--- config.mk ---
export PLATFORM = sky130hd
export DESIGN_NAME = ctrl_sequencer
export DESIGN_NICKNAME = d
export VERILOG_FILES = /design/src/rtl/ctrl_sequencer.sv
export SDC_FILE = /design/constraint.sdc
export NUM_CORES = 1
export LEC_CHECK = 0
export CELL_PAD_IN_SITES_DETAIL_PLACEMENT = 0
export CELL_PAD_IN_SITES_GLOBAL_PLACEMENT = 2
export CORE_MARGIN = 10
export CORE_UTILIZATION = 36
export DETAILED_ROUTE_END_ITERATION = 12
export DONT_BUFFER_PORTS = 1
export HOLD_SLACK_MARGIN = 0.06
export PLACE_DENSITY_LB_ADDON = 0.1
export SLEW_MARGIN = 20
export SYNTH_ARGS = -nofsm -noshare
export SYNTH_HDL_FRONTEND = slang
export SYNTH_SLANG_ARGS = --single-unit
export TNS_END_PERCENT = 30
--- constraint.sdc ---
create_clock -name clk -period 4.5 [get_ports clk]
set_input_delay 0.675 -clock clk [delete_from_list [all_inputs] [get_ports clk]]
set_output_delay 0.675 -clock clk [all_outputs]
set_load 0.05 [all_outputs]
--- src/rtl/ctrl_sequencer.sv ---
// rtl/ctrl_sequencer.sv - nqcpu multi-cycle instruction sequencer
// Orders fetch, decode, data read, ALU, data write and writeback; owns the shared memory port.
module ctrl_sequencer #(
   parameter int ADDR_W = 16,
   parameter int DATA_W = 16
) (
   input  logic              clk,
   input  logic              reset_n,
   input  logic              run,
   input  logic [ADDR_W-1:0] pc,
   input  logic [32:0]       ctrl_in,
   input  logic              flag_z,
   input  logic              flag_s,
   input  logic [ADDR_W-1:0] addr_reg_val,
   input  logic [DATA_W-1:0] alu_result,
   output logic              mem_req,
   output logic              mem_we,
   output logic              mem_byte,
   output logic [ADDR_W-1:0] mem_addr,
   output logic [DATA_W-1:0] mem_wdata,
   input  logic              mem_ack,
   output logic              ir_load,
   output logic              mdr_load,
   output logic              pc_inc,
   output logic              alu_latch,
   output logic              reg_we_h,
   output logic              reg_we_l,
   output logic              pc_load,
   output logic [32:0]       ctrl_out,
   output logic              busy,
   output logic              trap
);

   typedef enum logic [2:0] {
      IDLE, FETCH, DECODE, MEMRD, EXEC, MEMWR, WB, TRAP
   } state_t;

   state_t state, nextState;
   logic   condPass;

   // Fields of the incoming word, evaluated only while in DECODE
   logic       inRead, inWrite, inIllegal;
   logic [5:0] inCond;
   logic       zMatch, sMatch, condNow;

   assign inRead    = ctrl_in[9] | ctrl_in[8];
   assign inWrite   = ctrl_in[7] | ctrl_in[6];
   assign inIllegal = (inRead & inWrite) | (ctrl_in[9] & ctrl_in[8]) | (ctrl_in[7] & ctrl_in[6]);
   assign inCond    = ctrl_in[5:0];
   assign zMatch    = inCond[3] | (flag_z == inCond[1]);
   assign sMatch    = inCond[2] | (flag_s == inCond[0]);
   assign condNow   = ~inCond[5] | ((zMatch & sMatch) == inCond[4]);

   // Fields of the held word
   logic aluDest, regSetH, regSetL, memReadB, memWriteB, anyWrite;

   assign aluDest   = ctrl_out[18];
   assign regSetH   = ctrl_out[14];
   assign regSetL   = ctrl_out[13];
   assign memReadB  = ctrl_out[9];
   assign memWriteB = ctrl_out[7];
   assign anyWrite  = ctrl_out[7] | ctrl_out[6];

   always_ff @(posedge clk or negedge reset_n) begin
      if (!reset_n) begin
         state    <= IDLE;
         ctrl_out <= '0;
         condPass <= 1'b0;
      end else begin
         state <= nextState;
         if (state == DECODE) begin
            ctrl_out <= ctrl_in;
            condPass <= condNow;
         end
      end
   end

   always_comb begin
      nextState = state;
      mem_req   = 1'b0;
      mem_we    = 1'b0;
      mem_byte  = 1'b0;
      mem_addr  = '0;
      mem_wdata = '0;
      ir_load   = 1'b0;
      mdr_load  = 1'b0;
      pc_inc    = 1'b0;
      alu_latch = 1'b0;
      reg_we_h  = 1'b0;
      reg_we_l  = 1'b0;
      pc_load   = 1'b0;
      case (state)
         IDLE: if (run) nextState = FETCH;
         FETCH: begin
            mem_req  = 1'b1;
            mem_addr = pc;
            if (mem_ack) begin
               ir_load   = 1'b1;
               pc_inc    = 1'b1;
               nextState = DECODE;
            end
         end
         DECODE: begin
            if (inIllegal)   nextState = TRAP;
            else if (inRead) nextState = MEMRD;
            else             nextState = EXEC;
         end
         MEMRD: begin
            mem_req  = 1'b1;
            mem_byte = memReadB;
            mem_addr = addr_reg_val;
            if (mem_ack) begin
               mdr_load  = 1'b1;
               nextState = EXEC;
            end
         end
         EXEC: begin
            alu_latch = 1'b1;
            nextState = anyWrite ? MEMWR : WB;
         end
         MEMWR: begin
            mem_req   = 1'b1;
            mem_we    = 1'b1;
            mem_byte  = memWriteB;
            mem_addr  = addr_reg_val;
            mem_wdata = alu_result;
            if (mem_ack) nextState = WB;
         end
         WB: begin
            // A PC-destined result never touches the register file
            reg_we_h  = condPass & regSetH & ~aluDest;
            reg_we_l  = condPass & regSetL & ~aluDest;
            pc_load   = condPass & aluDest;
            nextState = run ? FETCH : IDLE;
         end
         TRAP:    nextState = TRAP;
         default: nextState = IDLE;
      endcase
   end

   assign busy = (state != IDLE);
   assign trap = (state == TRAP);

endmodule

Yosys cells after proc, flatten, opt, wreduce, memory -nomap -nowiden
Cells that the tools add are included.

Register bits after elaboration: 37. Input port bits: 87. Output and inout port bits: 77. Logic and storage cells: 62.

Equality and inequality tests: 14. Multiplexer cells: 21. Bitwise logic cells: 19. Reduce and logical (&&, ||, !) cells: 5.

Operators by type and width (number): $pmux W16 S2 (1); $pmux W3 S8 (1); $mux W3 (6); $mux W16 (1); $eq A3 B3 Y1 const B (4); $mux W1 (10); $and A1 B1 Y1 (9); $ne A2 B2 Y1 const B (4); $or A1 B1 Y1 (8); $eq A3 B2 Y1 const B (2); $reduce_and A4 Y1 (1); $eq A1 B1 Y1 (3); $eq A3 B1 Y1 const B (1); $logic_not A3 Y1 (1); $reduce_bool A3 Y1 (1); $reduce_or A3 Y1 (1); $mux W2 (1); $not A1 Y1 (2); $pmux W1 S2 (1); $reduce_or A2 Y1 (1).

Logic depth before layout (Yosys ltp)
Depth in word-level cells: 6. Depth in mapped cells: 5. Depth with buffers taken out: 4.

Worst setup path after synthesis
No wires, ideal clock.

Kind: reg-to-output. Start point: reg state[0]. End point: out pc_inc. Data arrival time: 1773 ps. Data required time: 3825 ps. Path slack: 2052 ps. Cell stages (with the launch flop): 6. Buffers on the path: 2. Cells stage by stage: dfrtp_1 -> inv_4 -> nor3_4 -> buf_6 -> and2_1 -> buf_4.

Cells in the longest elaborated chain, start to end: 2.

RTL lines: from (decl) (RTL line 38) `state_t state, nextState;`; from (signal assigned) (RTL line 70) `state <= nextState;`; $eq A3 B1 Y1; $mux W1; to (decl) (RTL line 24) `output logic pc_inc,`.

No other way between the ends.

Final worst setup path
Start point: reg state[0]. End point: out ir_load.

Cells in the longest elaborated chain, start to end: 2.

RTL lines: $eq A3 B1 Y1 (RTL line 92) `case (state)`; $mux W1 (RTL line 92); to (decl) (RTL line 22) `output logic ir_load,`.

No other way between the ends.

==> metrics list <==
* Pin count of the biggest net entering global routing: 38
* CORE AREA: 5200 sq um
- Counting tap cells, the placed design contains a total of 227 instances.
* Synth top area cells: sky130_fd_sc_hd__dfrtp_1, sky130_fd_sc_hd__mux2_2, sky130_fd_sc_hd__a22o_1
- Hold repair after CTS inserted 0 buffers.
- STA classifies the critical path startpoint as a register.
- DRT antenna net count: 0
* Post-CTS Repair Setup Buffers: 0
- Met1 layer wirelength in the final routing: 1890 um
- Unrepaired setup endpoints after global routing: false
- For this block, the via count after detailed routing is 1317.
* Worst path arrival time: 2.53 ns
- Critical R2R Launch: state[2]
- First-pass iteration count of the detailed router: 4
- The repair_antennas step left the layout with diodes totalling 0.
* Max-slew violation count: 0
* Worst slew margin: 26.9%
* HPWL after detailed placement: 4840 um
- After floorplanning, the core was divided into 26 placement rows.
- For flop-to-flop paths, the worst setup slack is 2.59 ns.
- TritonCTS created 5 clock buffers.
- TritonCTS built the clock tree.
- Measured along the x axis, the die boundary spans 93.8 um.
- Global-route usage over all layers: 12.0%
- Average detailed-routed wire length per instance: 24.9 um
- The total count of hold-check failures in the final report is 0.
* Post-synth ARST share: 100%
- Sum of routed wire length over all layers: 5820 um
- Max Cap Violations: 0
- Once the clock tree was built, the resizer swapped 0 gates to a different size.
* Placed inst area: 1970 sq um
- After layout, the minimum clock period comes to 3.20 ns.
- Data on the critical path is required at its endpoint by 3.83 ns.
- Detailed Route Iter0 Violations: 38
* Cell count after synthesis: 167
- Final worst clock skew: 0.00383 ns
- The routed design uses 890 um of met3 wire.
- Share of the clock period used by the worst path: 71.1%
- Yosys mapped a number of flops with a built-in enable equal to 0.
- Cell accounting for the most synthesized area: sky130_fd_sc_hd__dfrtp_1
- Vias in the first global route: 1377
* Post-synthesis average cell area: 11.7 sq um
- CTS built an H-tree with a depth of 2.
- Crit path kind: register to primary output
- In the final layout, the share of cells above drive strength 1 is 25.0%.
- CTS root buf: sky130_fd_sc_hd__clkbuf_8
* Fmax achieved: 313 MHz
- In this run the worst path has a maximum fanout of 17.
- At the end of the flow, the number of nets in the layout was 251.
- In this run the worst hold path is classified as primary input to asynchronous set/reset pin.
- Fill count: 512
* Uppermost metal layer occupied by signal nets: met4
- Number of antenna violations at the first check in global routing: 0
- Area added between synthesis and finish: 4.72%
- During placement, the flow inserted port buffers numbering 0.
- The cell area that synthesis handed to floorplanning was 1960 sq um.
- Non-filler cells in the finished layout: 234
- Count of unresolved DRC violations after routing: 0
- Setup violations remaining at the end of the flow were counted as 0.
- Run status: finished clean
- Top cells by count, synth: sky130_fd_sc_hd__dfrtp_1, sky130_fd_sc_hd__mux2_2, sky130_fd_sc_hd__and2_1
* Sum of negative setup slack: 0 ns
- Summed over its instances, the top area cell type makes up 47.2% of the synthesized netlist area.
- Synth warn: 0
- Yosys mapped the design onto 33 distinct sky130hd cell types.
- Among all flip-flop cells after synthesis, the most frequent one is sky130_fd_sc_hd__dfrtp_1.
- CTS saw 37 sinks.
* Post-synthesis net count: 254
- Overall die height: 93.8 um
- Io pins: 164
* Worst r2r path cells: 3
* RePlAce Congestion: 0.718
* Sequential-to-total area share from yosys stat: 47.2%
- After detailed routing, the number of vias per cell comes to 5.63.
* First-pass GRT wire length: 8340 um
- In this run, synthesis produced a sequential element count of 37.
- Reg clk slew, reported paths: 0.07 ns
* Endpoint class of the critical path: primary output
* Endpoint of the most critical register-to-register path: ctrl_out[29]
- In the post-synthesis netlist, the cell with the most instances is sky130_fd_sc_hd__dfrtp_1.
- In this run the deepest clock path goes through 2 buffers.
- Wire segments on met2 add up to 2950 um in the final route.
- The floorplan step defined a die boundary enclosing 8800 sq um.
* Insertion delay to the later sink of the worst-skew pair: 0.28 ns
- For this configuration, the core starts out at a cell density of 37.7%.
- For this run the aggregate overflow at the end of global routing stands at 0.
* Slew at the pin closest to its max-slew limit: 1.10 ns
* Layout Cell Area excl Fill: 2050 sq um
registers in the layout (all words and copies together) (netlist names):
signal / flops
condPass: 1
ctrl_out: 33
state: 3
cell usage in the layout (no fill, tap or decap), drive strengths merged, types with 3 or more instances in the layout:
| master | count |
|---|---|
| xnor2 | 4 |
| clkbuf | 7 |
| a22o | 16 |
| inv | 4 |
| nand2 | 6 |
| nand2b | 3 |
| mux2 | 31 |
| and2 | 21 |
| nor2 | 11 |
| dfrtp | 37 |
| a21oi | 4 |
metrics by stage:
step | hold WS, ns | util, % | setup WS, ns
final | 0.0850 | 39.4 | 1.30
after global routing | 0.0633 | 39.4 | 1.10
after CTS | 0.0720 | 39.4 | 1.26
after detailed placement | 0.381 | 37.8 | 1.57
after global placement | 0.381 | 37.8 | 1.67
after floorplan | 0.379 | - | 2.05
worst max-delay path, cell delays in order, from the launching register on:
cell	delay [ns]
sky130_fd_sc_hd__dfrtp_1	0.74
sky130_fd_sc_hd__inv_4	0.12
sky130_fd_sc_hd__nor3_4	0.48
sky130_fd_sc_hd__and2_1	0.91
routing by layer:
layer	vias to the layer above	GRT usage [%]
li1	583	-
met1	632	11.2
met2	94	20.7
met3	8	7.99
met4	0	3.92
met5	-	0
final cells by class:
type	count	area [sq um]	area share, %
clock buffer	7	86.3	4.20
inverter	4	17.5	0.853
multi-input combinational	116	936	45.6
sequential	37	926	45.1
tap	70	87.6	4.27
kinds of logic after synthesis:
logic type,share of synthesized area (%)
mux,17.8
compound gates,12.6
flops,47.2
buf+inv,5.04
xor+xnor,1.79
simple gates,15.6
worst max-delay path by stage:
stage | cells past startpoint | slack, ns | start | end
2_1_floorplan | 5 | 2.05 | state[0] | pc_inc
3_3_place_gp | 3 | 1.67 | state[0] | ir_load
3_5_place_dp | 3 | 1.57 | state[0] | pc_inc
4_1_cts | 3 | 1.26 | state[0] | ir_load
5_1_grt | 3 | 1.10 | state[0] | ir_load
6_report | 3 | 1.30 | state[0] | ir_load
Power is left out: the tool's default activity adds up to more than one toggle a clock period on the data nets, which glitch-free logic cannot reach.
